### config.mk
export PLATFORM = sky130hd
export DESIGN_NAME = edge_pulse_generator_stacked
export DESIGN_NICKNAME = d
export VERILOG_FILES = /design/src/rtl/edge_pulse_generator_stacked_pkg.sv /design/src/rtl/edge_pulse_generator_stacked_phase_down_counter.sv /design/src/rtl/edge_pulse_generator_stacked.sv
export SDC_FILE = /design/constraint.sdc
export NUM_CORES = 1
export LEC_CHECK = 0
export ABC_AREA = 1
export CORE_ASPECT_RATIO = 1.1
export CORE_UTILIZATION = 50
export DETAILED_ROUTE_END_ITERATION = 6
export GPL_TIMING_DRIVEN = 0
export MAX_ROUTING_LAYER = met4
export PLACE_DENSITY = 0.81
export RECOVER_POWER = 50
export SLEW_MARGIN = 20
export SYNTH_ARGS = -nofsm -noshare
export SYNTH_HDL_FRONTEND = slang
export SYNTH_SLANG_ARGS = --single-unit
### constraint.sdc
create_clock -name CLK -period 2.05 [get_ports CLK]
set_clock_uncertainty 0.15 [all_clocks]
set_input_delay 0.205 -clock CLK [delete_from_list [all_inputs] [get_ports CLK]]
set_output_delay 0.205 -clock CLK [all_outputs]
set_load 0.02 [all_outputs]
### src/rtl/edge_pulse_generator_stacked_pkg.sv
// rtl/edge_pulse_generator_stacked_pkg.sv - shared odometer state encoding and low-phase default
package edge_pulse_generator_stacked_pkg;

  localparam int MIN_LOW_DEFAULT = 2;

  typedef enum logic [2:0] {
    ST_IDLE  = 3'd0,
    ST_HIGH  = 3'd1,
    ST_LOW   = 3'd2,
    ST_GUARD = 3'd3,
    ST_FIN   = 3'd4
  } epg_state_e;

endpackage

### src/rtl/edge_pulse_generator_stacked_phase_down_counter.sv
// rtl/edge_pulse_generator_stacked_phase_down_counter.sv - loadable down-counter with zero flag for phase timing
module edge_pulse_generator_stacked_phase_down_counter #(
  parameter int CW = 8
) (
  input  logic          clk,
  input  logic          rst_n,
  input  logic          load,
  input  logic [CW-1:0] load_val,
  output logic          zero
);

  logic [CW-1:0] cnt_q;
  logic [CW-1:0] cnt_d;

  always_comb begin
    cnt_d = cnt_q;
    if (load) begin
      cnt_d = load_val;
    end else if (cnt_q != '0) begin
      cnt_d = cnt_q - CW'(1);
    end
  end

  always_ff @(posedge clk or negedge rst_n) begin
    if (!rst_n) begin
      cnt_q <= '0;
    end else begin
      cnt_q <= cnt_d;
    end
  end

  assign zero = (cnt_q == '0);

endmodule

### src/rtl/edge_pulse_generator_stacked.sv
// rtl/edge_pulse_generator_stacked.sv - programmable pulse-train source for the stacked edge detector
module edge_pulse_generator_stacked
  import edge_pulse_generator_stacked_pkg::*;
#(
  parameter int CW      = 8,
  parameter int PCW     = 16,
  parameter int MIN_LOW = MIN_LOW_DEFAULT
) (
  input  logic           CLK,
  input  logic           RESETB,
  input  logic           START,
  input  logic           STOP,
  input  logic [CW-1:0]  HIGH_CYC,
  input  logic [CW-1:0]  LOW_CYC,
  input  logic [CW-1:0]  NUM_PULSES,
  output logic           OUT,
  output logic           BUSY,
  output logic           DONE,
  output logic [PCW-1:0] PULSE_CNT
);

  localparam logic [CW-1:0] ONE_W     = CW'(1);
  localparam logic [CW-1:0] MIN_LOW_W = CW'(MIN_LOW);
  localparam logic [CW-1:0] SAT_W     = {CW{1'b1}};

  epg_state_e     state_q, state_d;
  logic [CW-1:0]  h_q, h_d, l_q, l_d, n_q, n_d;
  logic [CW-1:0]  burst_q, burst_d;
  logic [CW-1:0]  low_run_q, low_run_d;
  logic [PCW-1:0] pcnt_q, pcnt_d;
  logic           out_q, out_d, busy_q, busy_d, done_q, done_d;
  logic [CW-1:0]  h_clamp, l_clamp;
  logic           cnt_load;
  logic [CW-1:0]  cnt_val;
  logic           cnt_zero;

  edge_pulse_generator_stacked_phase_down_counter #(.CW(CW)) u_phase_cnt (
    .clk      (CLK),
    .rst_n    (RESETB),
    .load     (cnt_load),
    .load_val (cnt_val),
    .zero     (cnt_zero)
  );

  always_comb begin
    state_d   = state_q;
    h_d       = h_q;
    l_d       = l_q;
    n_d       = n_q;
    burst_d   = burst_q;
    pcnt_d    = pcnt_q;
    cnt_load  = 1'b0;
    cnt_val   = '0;
    h_clamp   = (HIGH_CYC == '0) ? ONE_W : HIGH_CYC;
    l_clamp   = (LOW_CYC < MIN_LOW_W) ? MIN_LOW_W : LOW_CYC;
    // Consecutive low cycles seen on OUT, saturating; gates the first rise after reset
    low_run_d = low_run_q;
    if (out_q) begin
      low_run_d = '0;
    end else if (low_run_q < MIN_LOW_W) begin
      low_run_d = low_run_q + ONE_W;
    end

    case (state_q)
      ST_IDLE: begin
        if (START && !STOP) begin
          h_d      = h_clamp;
          l_d      = l_clamp;
          n_d      = NUM_PULSES;
          cnt_load = 1'b1;
          // The current IDLE cycle is itself low, hence the MIN_LOW-1 threshold
          if (low_run_q >= MIN_LOW_W - ONE_W) begin
            state_d = ST_HIGH;
            cnt_val = h_clamp - ONE_W;
            burst_d = ONE_W;
            pcnt_d  = pcnt_q + PCW'(1);
          end else begin
            state_d = ST_LOW;
            cnt_val = MIN_LOW_W - ONE_W - ONE_W - low_run_q;
            burst_d = '0;
          end
        end
      end
      ST_HIGH: begin
        if (STOP) begin
          state_d  = ST_GUARD;
          cnt_load = 1'b1;
          cnt_val  = MIN_LOW_W - ONE_W;
        end else if (cnt_zero) begin
          state_d  = ST_LOW;
          cnt_load = 1'b1;
          cnt_val  = l_q - ONE_W;
        end
      end
      ST_LOW: begin
        if (STOP) begin
          state_d  = ST_GUARD;
          cnt_load = 1'b1;
          cnt_val  = MIN_LOW_W - ONE_W;
        end else if (cnt_zero) begin
          if ((n_q != '0) && (burst_q == n_q)) begin
            state_d = ST_FIN;
          end else begin
            state_d  = ST_HIGH;
            cnt_load = 1'b1;
            cnt_val  = h_q - ONE_W;
            // Saturating so continuous mode never matches a burst length by wrapping
            burst_d  = (burst_q == SAT_W) ? burst_q : burst_q + ONE_W;
            pcnt_d   = pcnt_q + PCW'(1);
          end
        end
      end
      ST_GUARD: begin
        if (cnt_zero) begin
          state_d = ST_FIN;
        end
      end
      ST_FIN: begin
        state_d = ST_IDLE;
      end
      default: begin
        state_d = ST_IDLE;
      end
    endcase

    out_d  = (state_d == ST_HIGH);
    busy_d = (state_d != ST_IDLE);
    done_d = (state_d == ST_FIN);
  end

  always_ff @(posedge CLK or negedge RESETB) begin
    if (!RESETB) begin
      state_q   <= ST_IDLE;
      h_q       <= '0;
      l_q       <= '0;
      n_q       <= '0;
      burst_q   <= '0;
      low_run_q <= '0;
      pcnt_q    <= '0;
      out_q     <= 1'b0;
      busy_q    <= 1'b0;
      done_q    <= 1'b0;
    end else begin
      state_q   <= state_d;
      h_q       <= h_d;
      l_q       <= l_d;
      n_q       <= n_d;
      burst_q   <= burst_d;
      low_run_q <= low_run_d;
      pcnt_q    <= pcnt_d;
      out_q     <= out_d;
      busy_q    <= busy_d;
      done_q    <= done_d;
    end
  end

  assign OUT       = out_q;
  assign BUSY      = busy_q;
  assign DONE      = done_q;
  assign PULSE_CNT = pcnt_q;

endmodule

### After elaboration in Yosys (flattened, before gate mapping)

Index checks and enable logic that the tools add are counted.
Widths: inputs -> output; s select.

| operators by class | value |
|---|---|
| $add $sub $neg | 8 |
| magnitude comparators | 3 |
| equal/unequal tests | 13 |
| muxes and demuxes | 43 |
| reduce and logical (&&, ||, !) cells | 15 |

Operators by type and width:

| cell | count |
|---|---|
| $mux 8 | 18 |
| $mux 16 | 5 |
| $pmux 16 s2 | 1 |
| $sub 8x1->8 const B | 4 |
| $pmux 8 s3 | 1 |
| $mux 3 | 7 |
| $add 16x1->16 const B | 1 |
| $add 8x1->8 const B | 2 |
| $logic_not 8->1 | 2 |
| $lt 8x2->1 const B | 2 |
| $pmux 8 s2 | 1 |
| $reduce_bool 8->1 | 2 |
| $ne 2x2->1 const B | 6 |
| $pmux 3 s4 | 1 |
| $reduce_and 6->1 | 2 |
| $eq 8x8->1 | 1 |
| $eq 8x8->1 const B | 1 |
| $ge 8x1->1 const B | 1 |
| $sub 1x8->8 const A | 1 |
| $mux 1 | 7 |
| $eq 3x1->1 const B | 2 |
| $eq 3x2->1 const B | 2 |
| $reduce_bool 2->1 | 3 |
| $eq 3x3->1 const B | 1 |
| other kinds (7) | 8 |

| storage, ports and cells | value |
|---|---|
| bits in registers | 70 |
| bits of input ports | 28 |
| output and inout bits | 19 |
| logic and storage cells | 93 |

### Longest topological paths before layout

Gate-level depths: netlist (run 1).

| logic depth | value |
|---|---|
| depth in word-level cells | 7 |
| gate-level depth with buffers | 16 |
| mapped depth without buffers | 16 |

### By module

From an unflattened synthesis (run 1), not the netlist that was laid out.

| unflattened totals | value |
|---|---|
| cell total of the unflattened synthesis | 589 |
| area, all modules | 4453.0 um^2 |

By module, submodules not included:

| module | times used | cells each | area an instance (um^2) | sequential area each (um^2) |
|---|---|---|---|---|
| edge_pulse_generator_stacked | 1 | 518 | 3940.0 | 1551.5 |
| edge_pulse_generator_stacked_phase_down_counter | 1 | 71 | 513.0 | 200.2 |

### Worst setup path after synthesis (run 1)

No wires, ideal clock.

| timing | value |
|---|---|
| path kind | reg-to-reg |
| start | register low_run_q[0] |
| end | register busy_q, in the netlist BUSY |
| setup time | 0.119 ns |
| arrival time | 1.585 ns |
| data required time | 1.781 ns |
| setup slack | 0.196 ns |
| stages on the path, launching flop included | 12 |
| buffers on the path | 0 |
| clock period less this slack | 1.854 ns |
| path through | dfrtp_1 > inv_1 > ha_1 > inv_1 > nor3_1 > nand2_1 > nand2_1 > inv_1 > nor3b_1 > o21ai_1 > nor2_1 > nand2_1 |

| on the way | value |
|---|---|
| longest elaborated chain between the ends | 5 |

Ends and longest elaborated chain:

| element | RTL line | text |
|---|---|---|
| from (decl) | edge_pulse_generator_stacked.sv:29 | `logic [CW-1:0] low_run_q, low_run_d;` |
| from (signal assigned) | edge_pulse_generator_stacked.sv:149 | `low_run_q <= low_run_d;` |
| $ge 8x1->1 | edge_pulse_generator_stacked.sv:72 | `if (low_run_q >= MIN_LOW_W - ONE_W) begin` |
| $mux 2 | edge_pulse_generator_stacked.sv:72 |  |
| $mux 3 | edge_pulse_generator_stacked.sv:66 | `if (START && !STOP) begin` |
| $pmux 3 s4 | edge_pulse_generator_stacked.sv:64 | `case (state_q)` |
| named net state_d[0] | edge_pulse_generator_stacked.sv:26 | `epg_state_e state_q, state_d;` |
| $reduce_bool 3->1 | edge_pulse_generator_stacked.sv:127 | `busy_d = (state_d != ST_IDLE);` |
| named net busy_d | edge_pulse_generator_stacked.sv:31 | `logic out_q, out_d, busy_q, busy_d, done_q, done_d;` |
| to (signal assigned) | edge_pulse_generator_stacked.sv:152 | `busy_q <= busy_d;` |
| to (decl) | edge_pulse_generator_stacked.sv:31 |  |

The timed path passes the listed nets, and every way through them passes these cells.
A chain may end at the register's enable or synchronous reset.

### Worst setup path in the final report (run 1)

| timing | value |
|---|---|
| start | register low_run_q[0] |
| end | register u_phase_cnt.cnt_q[0] |

| on the way | value |
|---|---|
| longest elaborated chain between the ends | 5 |
| elaborated cells on any way between the ends | 6 |
| those cells by class | add/sub (1); order compare (1); mux (4) |

Ends and longest elaborated chain:

| element | RTL line | text |
|---|---|---|
| $sub 1x8->8 or $ge 8x1->1 (tied branches) | edge_pulse_generator_stacked.sv:79, edge_pulse_generator_stacked.sv:72 |  |
| $mux 8 * | edge_pulse_generator_stacked.sv:72 |  |
| $mux 8 * | edge_pulse_generator_stacked.sv:66 |  |
| $pmux 8 s3 * | edge_pulse_generator_stacked.sv:64 |  |
| $mux 8 * | edge_pulse_generator_stacked_phase_down_counter.sv:17 | `if (load) begin` |
| to (signal assigned) | edge_pulse_generator_stacked_phase_down_counter.sv:28 | `cnt_q <= cnt_d;` |
| to (decl) | edge_pulse_generator_stacked_phase_down_counter.sv:12 | `logic [CW-1:0] cnt_q;` |

Mark *: on every way between the ends. The rest lies on a longest branch, timed or not.

==> results of run 1 <==
power by group through the flow:
stage               Sequential (mW)  Combinational (mW)  Clock, mW
finish                         2.34                2.82       1.39
global route                   2.40                3.16       1.47
CTS                            2.32                2.74       1.41
detailed placement             2.34                2.62          0
global placement               2.32                2.52          0
floorplan                      2.34                1.83          0
layout make-up:
type | instances | area, µm² | area share
tap | 111 | 139 | 0.0258
multi-input combinational | 425 | 2270 | 0.422
sequential | 70 | 1760 | 0.326
inverter | 77 | 297 | 0.0551
clock buffer | 10 | 138 | 0.0256
timing repair buffer | 60 | 586 | 0.109
clock inverter | 6 | 109 | 0.0202
buffer | 12 | 83.8 | 0.0156
metal layers:
layer / global-route usage / vias up / wire [µm]
met3: 0.0413 / 33 / 434
li1: - / 1989 / -
met1: 0.294 / 1921 / 4380
met4: 0.141 / 0 / 356
met5: - / - / 0
met2: 0.430 / 117 / 5400
stage by stage:
step	setup WS (ps)	util	area [µm²]
finish	71.0	0.640	5380
global route	-19.4	0.640	5380
CTS	5.81	0.625	5260
detailed placement	-460	0.589	4950
global placement	-1810	0.587	4930
floorplan	196	-	4330
worst max path at each step:
stage	startpoint	end	slack [ps]	depth (start not counted)
after floorplan	low_run_q[0]$_DFFE_PN0P_	BUSY$_DFF_PN0_	200	11
after global placement	RESETB	h_q[5]$_DFFE_PN0P_	-1810	1
after detailed placement	HIGH_CYC[2]	u_phase_cnt.cnt_q[4]$_DFFE_PN0P_	-460	17
after CTS	HIGH_CYC[2]	u_phase_cnt.cnt_q[4]$_DFFE_PN0P_	6	17
after global routing	HIGH_CYC[3]	u_phase_cnt.cnt_q[4]$_DFFE_PN0P_	-20	17
final	low_run_q[0]$_DFFE_PN0P_	u_phase_cnt.cnt_q[0]$_DFFE_PN0P_	70	8
timing repair:
item,4_1_cts,5_1_grt
setup endpoints to repair,20,32
gates resized for setup,9,29
buffers inserted,5,7
pin swaps,1,11
hold buffers,1,0
hold endpoints to repair,35,0
registers in the layout, summed over array words and instances, names as in the netlist, 3 cells and up:
register           flops
u_phase_cnt.cnt_q      8
PULSE_CNT             16
h_q                    8
burst_q                8
state_q                3
low_run_q              8
n_q                    8
l_q                    8
cell usage in the layout (no fill, tap or decap), types with 12 or more instances in the layout:
master           Yosys  final
o21ai_0             25     24
nand2_1            168    163
buf_4                1     12
nand3_1             31     31
nand4_1             14     14
xor2_1              26     26
dfrtp_1             70     67
xnor2_1             15     15
inv_1               70     63
clkdlybuf4s50_1      0     38
nor2_1              69     65
critical path: stages (launching register included):
cell and delay (ps):
dfrtp_2 440, ha_2 190, nor3_2 220, nand2_2 160
nand2_4 140, buf_12 110, nor2_1 40, a211oi_1 280
nand3_1 120
kinds of logic (layout without fill, tap and decap cells):
kind of cell | after synthesis | count (layout) | share of synthesized area
compound gates | 54 | 54 | 0.0707
xor+xnor | 41 | 41 | 0.0829
fa+ha+maj | 10 | 10 | 0.0289
buf+inv | 89 | 165 | 0.0872
flops | 70 | 70 | 0.404
simple gates | 320 | 320 | 0.326
==> impl_metrics.ini, run 1 <==
[clock_tree]
clk_pin_slew_worst_paths_ps = 80
htree_levels = 3
numCtsBuffers = 9
clock_sinks = 70
cts_tree = yes
cts.path.max_buffers = 2
root_buffer = clkbuf_8
worstSkewPairLatency_ps = 360

[layout]
final_nets = 693
area_delta_synth_final_pct = 24.1
antenna_cells = 0
final_cells = 771
fillers = 731
drive_above_1_share = 0.141

[pwr]
p_sw_mw = 2.69
ir_drop_v = 0.000607
cellLeakagePower_nw = 2.61
finalPower_mw = 6.55
powerDensity_nw_per_um2 = 1220
combPwrFrac = 0.431
netSwitchingFraction = 0.410
clkPwrFrac = 0.212
p_seq_frac = 0.357
p_int_mw = 3.86

[setup_path]
r2r_cells = 8
cp_max_fo = 4
crit_path_end_kind = flip-flop
cp.required_ps = 2130
rr_startpoint = low_run_q[0]$_DFFE_PN0P_
crit_arrival_ps = 2060
r2r_end = u_phase_cnt.cnt_q[0]$_DFFE_PN0P_
crit_type = flip-flop to flip-flop
rrSetupSlack_ps = 70
start_kind = flip-flop

[floorplanning]
die_h_um = 99.6
initial_utilization = 0.515
row_count = 35
dieArea_um2 = 9040
ios = 47
die_w_um = 90.8
core_um2 = 8410

[timing]
drv_slew = 0
whs_ps = 16.8
setup_viol = 0
slew_headroom = 0.426
rsz0062_at_grt = yes
fin_tns_setup_ps = 0
hold_violations = 0
fmax_ghz = 0.505
tightest_slew_ps = 861
finalCritPeriodShare = 0.965
fin_crit_ps = 1980

[placed_design]
place_hpwl_mm = 7.55
port_buffers = 46
dp.cells = 742
place_congestion = 0.962

[job]
maxCapViolations = 0

[min_path]
worstHoldStart = HIGH_CYC[1]
whs_endpoint = h_q[1]$_DFFE_PN0P_
min_path_type = input pin to flip-flop
worstHoldPathCells = 3

[synth]
synth_top_area_frac = 0.404
yosys_warnings = 0
synth-main-ff-cell = dfrtp_1
avgSynthCellArea_um2 = 7.42
ys_seq_elements = 70
yosysMostFrequentCell = nand2_1
synthTopCellsByCount = 168 x nand2_1, 70 x dfrtp_1, 70 x inv_1, 69 x nor2_1, 31 x nand3_1
ys_top_cells_by_area = dfrtp_1 40%, nand2_1 15%, inv_1 6.1%
syn_nets = 622
yosysSeqAreaShare = 0.404
ys_types = 35
synthArstFlopShare = 1.00
synth_cells = 584
synthesis.area_um2 = 4330
synth_area_leader_cell = dfrtp_1
synth_edf_count = 0

[grt]
antenna_found_initial = 0
grt_max_degree = 37
grt_pass1_vias = 3960
globalRouteTotalUtil = 0.257
grt_pass1_wl_mm = 17.8
overflow = 0

[run_status]
run_status = finished, final reports clean

[route]
drc = 0
wl_per_cell_um = 13.7
avgViaCountPerCell = 5.27
drtPass1Iterations = 5
dr_total_vias = 4060
drt_iter0_markers = 188
ant_nets = 0
routed_wl_mm = 10.6
Power figures use the tool's default switching activity.
==> inputs of run 2 (changes only) <==
--- a/config.mk
+++ b/config.mk
@@ -5,7 +5,6 @@
 export SDC_FILE = /design/constraint.sdc
 export NUM_CORES = 1
 export LEC_CHECK = 0
-export ABC_AREA = 1
 export CORE_ASPECT_RATIO = 1.1
 export CORE_UTILIZATION = 50
 export DETAILED_ROUTE_END_ITERATION = 6
==> run 2 against run 1 <==
Critical path depth fell by 1; the run now ends with setup timing left; flip-flop and latch count stayed put; sequential power is essentially flat; largest cell class unchanged; combinational power is 72% higher; synthesized cell count fell by 25%; highest routed layer unchanged.
==> impl_metrics.ini, run 2 <==
[layout]
final_cells = 677
multi_input_area_um2 = 2650
largest_register_ffs = 16
final_nets = 602
layout_commonest_cell = nand2_1
area_delta_synth_final_pct = 48.4
final_area_um2 = 6040
fillers = 494
seq_area_um2 = 1760
drive_above_1_share = 0.316
antenna_cells = 0
mostFrequentLayoutCells = 77 x nand2_1, 64 x dfrtp_1, 49 x buf_4, 41 x clkdlybuf4s50_1, 27 x xnor2_1

[clock_tree]
clk_pin_slew_worst_paths_ps = 90
numCtsBuffers = 9
cts.path.max_buffers = 2
worstSkewPairLatency_ps = 370
root_buffer = clkbuf_8
clock_sinks = 70
htree_levels = 3
cts_tree = yes

[setup_path]
cp.required_ps = 2180
cp_slowest_stage_delay_ps = 630
crit_arrival_ps = 2570
cp_max_fo = 6
crit_slowest_cell = or4_4
crit_top_cell = nand4_1
critPathBufInv = 2
crit_type = flip-flop to flip-flop
crit_family = simple AND/OR/NAND/NOR gates
start_kind = flip-flop
crit_path_end_kind = flip-flop
cp_cell_sequence = xnor2_2 -> nand4_1 -> buf_4 -> or4_4 -> buf_16 -> nand4_1 -> xnor2_1

[floorplanning]
die_h_um = 96.6
row_count = 34
ios = 47
die_w_um = 88.0
dieArea_um2 = 8510
core_um2 = 7910
initial_utilization = 0.514

[route]
wl_per_cell_um = 20.8
drc = 0
avgViaCountPerCell = 6.24
drt_iter0_markers = 359
ant_nets = 0
dr_total_vias = 4227
routed_wl_mm = 14.1
drtPass1Iterations = 5

[synth]
synth_cells = 438
synth-main-ff-cell = dfrtp_1
yosysSeqAreaShare = 0.430
synth_edf_count = 0
synthArstFlopShare = 1.00
synthesis.area_um2 = 4070
synth_top_area_frac = 0.430
avgSynthCellArea_um2 = 9.29
synthTopCellsByCount = 82 x nand2_1, 70 x dfrtp_1, 35 x xnor2_1, 20 x nor2_1, 17 x nand4_1
ys_types = 60
ys_seq_elements = 70
synth_area_leader_cell = dfrtp_1
yosysMostFrequentCell = nand2_1
yosys_warnings = 0
ys_top_cells_by_area = dfrtp_1 43%, nand2_1 7.6%, xnor2_1 7.5%
syn_nets = 476

[timing]
tightest_slew_ps = 1370
slew_headroom = 0.0868
setup_viol = 37
fin_ws_ps = -391
fmax_ghz = 0.410
drv_slew = 0
fin_crit_ps = 2440
finalCritPeriodShare = 1.19
whs_ps = 118
hold_violations = 0
fin_tns_setup_ps = -10140
rsz0062_at_grt = yes

[placed_design]
port_buffers = 46
place_hpwl_mm = 6.95
dp.cells = 593
placed_area_um2 = 4790
place_congestion = 0.993

[pwr]
p_sw_mw = 3.64
powerDensity_nw_per_um2 = 1390
netSwitchingFraction = 0.433
finalPower_mw = 8.41
combPwrFrac = 0.576
cellLeakagePower_nw = 2.62
clkPwrFrac = 0.142
ir_drop_v = 0.000722
p_seq_frac = 0.282
p_int_mw = 4.77

[job]
maxCapViolations = 0

[grt]
grt_max_degree = 48
grt_pass1_wl_mm = 19.6
grt_pass1_vias = 3978
globalRouteTotalUtil = 0.306
antenna_found_initial = 0
overflow = 0

[min_path]
min_path_type = input pin to flip-flop

[run_status]
violations = setup timing
run_status = finished with violations
-- run 2: path summary, 6_finish.rpt --
check | cells past startpoint | end | startpoint | slack, ps
worst max-delay path | 7 | PULSE_CNT[12]$_DFFE_PN0P_ | burst_q[1]$_DFFE_PN0P_ | -390
worst min-delay path | 3 | h_q[3]$_DFFE_PN0P_ | HIGH_CYC[3] | 120
worst max register to register | 7 | PULSE_CNT[12]$_DFFE_PN0P_ | burst_q[1]$_DFFE_PN0P_ | -390
worst min register to register | 1 | PULSE_CNT[15]$_DFFE_PN0P_ | PULSE_CNT[15]$_DFFE_PN0P_ | 320
max in group asynchronous | 3 | state_q[0]$_DFF_PN0_ | RESETB | 40
min in group asynchronous | 2 | u_phase_cnt.cnt_q[4]$_DFFE_PN0P_ | RESETB | 510
-- run 2: timing repair --
item                                    4_1_cts  5_1_grt
setup buffers                                47       27
gates cloned                                  2        0
endpoints found under the setup margin       57       57
hold endpoints to repair                     70        0
pin swaps                                    45       49
resized for setup                            73       53
hold buffers                                  1        0
-- run 2: tightest hold or removal path: stages --
cell           delay, ps
dlygate4sd2_1        290
nand2_1               80
nand2_1               40
-- run 2: metrics by stage --
| step | worst slack, ps | util |
|---|---|---|
| 2_1_floorplan | -146 | - |
| 3_3_place_gp | -1720 | 0.603 |
| 3_5_place_dp | -705 | 0.606 |
| 4_1_cts | -223 | 0.720 |
| 5_1_grt | -408 | 0.763 |
| 6_report | -391 | 0.763 |
-- run 2: cells by family after synthesis --
family                   synth area share
multiplexers                       0.0132
AND/OR/NAND/NOR                     0.279
AO/OA/AOI/OAI                       0.123
XOR/XNOR                           0.0925
buffers and inverters              0.0317
flip-flops                          0.430
adder cells (fa/ha/maj)            0.0307
-- run 2: final cells by class --
cell class                      instances  area share
Buffer                                 11      0.0160
Timing Repair Buffer                  121       0.189
Multi-Input combinational cell        337       0.438
Clock buffer                           10      0.0228
Clock inverter                          6      0.0116
Inverter                               14     0.00870
Sequential cell                        70       0.291
Tap cell                              108      0.0224
-- run 2: power by group through the flow --
stage | sequential (mW) | combinational (mW) | clock [mW]
3_3_place_gp | 2.31 | 2.77 | 0
6_report | 2.37 | 4.84 | 1.20
2_1_floorplan | 2.29 | 2.12 | 0
3_5_place_dp | 2.33 | 2.84 | 0
4_1_cts | 2.32 | 3.79 | 1.17
5_1_grt | 2.42 | 5.09 | 1.25
-- run 2: per-layer routing --
layer | track usage | vias to the layer above | share of wire
li1 | - | 1837 | -
met5 | - | - | 0
met4 | 0.171 | 0 | 0.071
met3 | 0.0563 | 105 | 0.073
met1 | 0.368 | 1993 | 0.37
met2 | 0.479 | 292 | 0.49
==> inputs of run 3 (changes only) <==
--- a/config.mk
+++ b/config.mk
@@ -16,3 +16,4 @@
 export SYNTH_ARGS = -nofsm -noshare
 export SYNTH_HDL_FRONTEND = slang
 export SYNTH_SLANG_ARGS = --single-unit
+export TNS_END_PERCENT = 30
==> run 3 against run 2 <==
The run ends with DRC, setup timing left; non-clock buffer count decreased by 34; maximum frequency increased by 5.7%; clock-buffer cell count decreased by 1; via count decreased by 9.5%; cell area decreased by 8.6%; flip-flop and latch count unchanged; critical endpoint is now burst_q[5]$_DFFE_PN0P_; register-to-register slack improved by 130 ps.
==> impl_metrics.ini, run 3 (synthesis results as in run 2) <==
[setup_path]
rr_startpoint = u_phase_cnt.cnt_q[2]$_DFFE_PN0P_
cp_max_fo = 6
crit_arrival_ps = 2470
rrSetupSlack_ps = -260
cp.required_ps = 2210
crit_type = flip-flop to flip-flop
crit_path_end_kind = flip-flop
start_kind = flip-flop
crit_start = u_phase_cnt.cnt_q[2]$_DFFE_PN0P_

[clock_tree]
cts.path.max_buffers = 2
clock_sinks = 70
root_buffer = clkbuf_8
numCtsBuffers = 9
worstSkewPairLatency_ps = 370
cts_tree = yes
htree_levels = 3
clk_pin_slew_worst_paths_ps = 90

[grt]
grt_pass1_vias = 3637
grt_max_degree = 48
overflow = 0
globalRouteTotalUtil = 0.263
grt_pass1_wl_mm = 17.0
antenna_found_initial = 0

[floorplanning]
dieArea_um2 = 8510
core_um2 = 7910
die_w_um = 88.0
ios = 47
die_h_um = 96.6
initial_utilization = 0.514
row_count = 34

[layout]
drive_above_1_share = 0.250
area_delta_synth_final_pct = 35.5
layout_commonest_cell = nand2_1
final_area_um2 = 5520
final_nets = 568
antenna_cells = 0
mostFrequentLayoutCells = 77 x nand2_1, 64 x dfrtp_1, 41 x clkdlybuf4s50_1, 34 x buf_4, 31 x xnor2_1
largest_register_ffs = 16

[pwr]
cellLeakagePower_nw = 2.38
powerDensity_nw_per_um2 = 1310
ir_drop_v = 0.000704

[timing]
fin_crit_ps = 2310
setup_viol = 35
finalCritPeriodShare = 1.13
fin_tns_setup_ps = -5630
rsz0062_at_grt = yes
hold_violations = 0
fin_ws_ps = -260
fmax_ghz = 0.433
drv_slew = 0
whs_ps = 74.8
tightest_slew_ps = 633
slew_headroom = 0.578

[placed_design]
port_buffers = 46
place_congestion = 0.984
placed_area_um2 = 4770
place_hpwl_mm = 7.05

[run_status]
violations = DRC, setup timing
run_status = finished with violations

[route]
routed_wl_mm = 11.0
ant_nets = 0
avgViaCountPerCell = 5.95
drt_iter0_markers = 333
wl_per_cell_um = 17.1
dr_total_vias = 3826
drc = 1
drtPass1Iterations = 7

[min_path]
worstHoldStart = HIGH_CYC[5]
min_path_type = input pin to flip-flop

[job]
maxCapViolations = 0
==> run 3: repair_timing <==
item | 4_1_cts | 5_1_grt
hold endpoints to repair | 70 | 0
resized for setup | 25 | 61
setup endpoints to repair | 57 | 57
buffers inserted | 6 | 28
hold buffers | 1 | 0
pin swaps | 8 | 23
==> run 3: final timing paths <==
path,end,cells after the start
hold reg to reg,PULSE_CNT[15]$_DFFE_PN0P_,1
min in group asynchronous,low_run_q[2]$_DFFE_PN0P_,2
setup reg to reg,burst_q[5]$_DFFE_PN0P_,5
hold / removal,h_q[5]$_DFFE_PN0P_,3
setup / recovery,burst_q[5]$_DFFE_PN0P_,5
max in group asynchronous,n_q[1]$_DFFE_PN0P_,3
==> run 3: critical path, cell delays in order (launching register included) <==
cell and delay, ps:
dfrtp_2 450, or4_4 590, nor2_4 240, o221ai_4 170, or4_1 510, a21oi_2 140
==> run 3: metal layers <==
layer / GRT usage / vias up / routed length (µm)
li1: - / 1771 / -
met1: 0.334 / 1836 / 4470
met2: 0.407 / 174 / 5490
met3: 0.0503 / 45 / 607
met4: 0.118 / 0 / 433
met5: - / - / 0
==> run 3: area by class of cell <==
type                       count  area, µm²
timing repair buffer          82        746
sequential                    70       1760
buffer                        16        143
clock inverter                 7       48.8
tap                          108        135
multi-input combinational    337       2510
inverter                      14       52.6
clock buffer                   9        124
fill                         599       2400
==> run 3: per-stage QoR <==
step	instances	setup slack, ps	utilization	total power [mW]
floorplan	438	-146	-	4.40
global placement	592	-1710	0.600	5.07
detailed placement	593	-630	0.603	5.19
CTS	615	-259	0.645	6.42
global route	643	-346	0.697	7.70
finish	643	-260	0.697	7.25
==> run 3: power by group <==
part	switching, mW	internal (mW)
sequential	0.548	1.84
combinational	1.97	1.88
clock	0.568	0.440
total	3.09	4.16
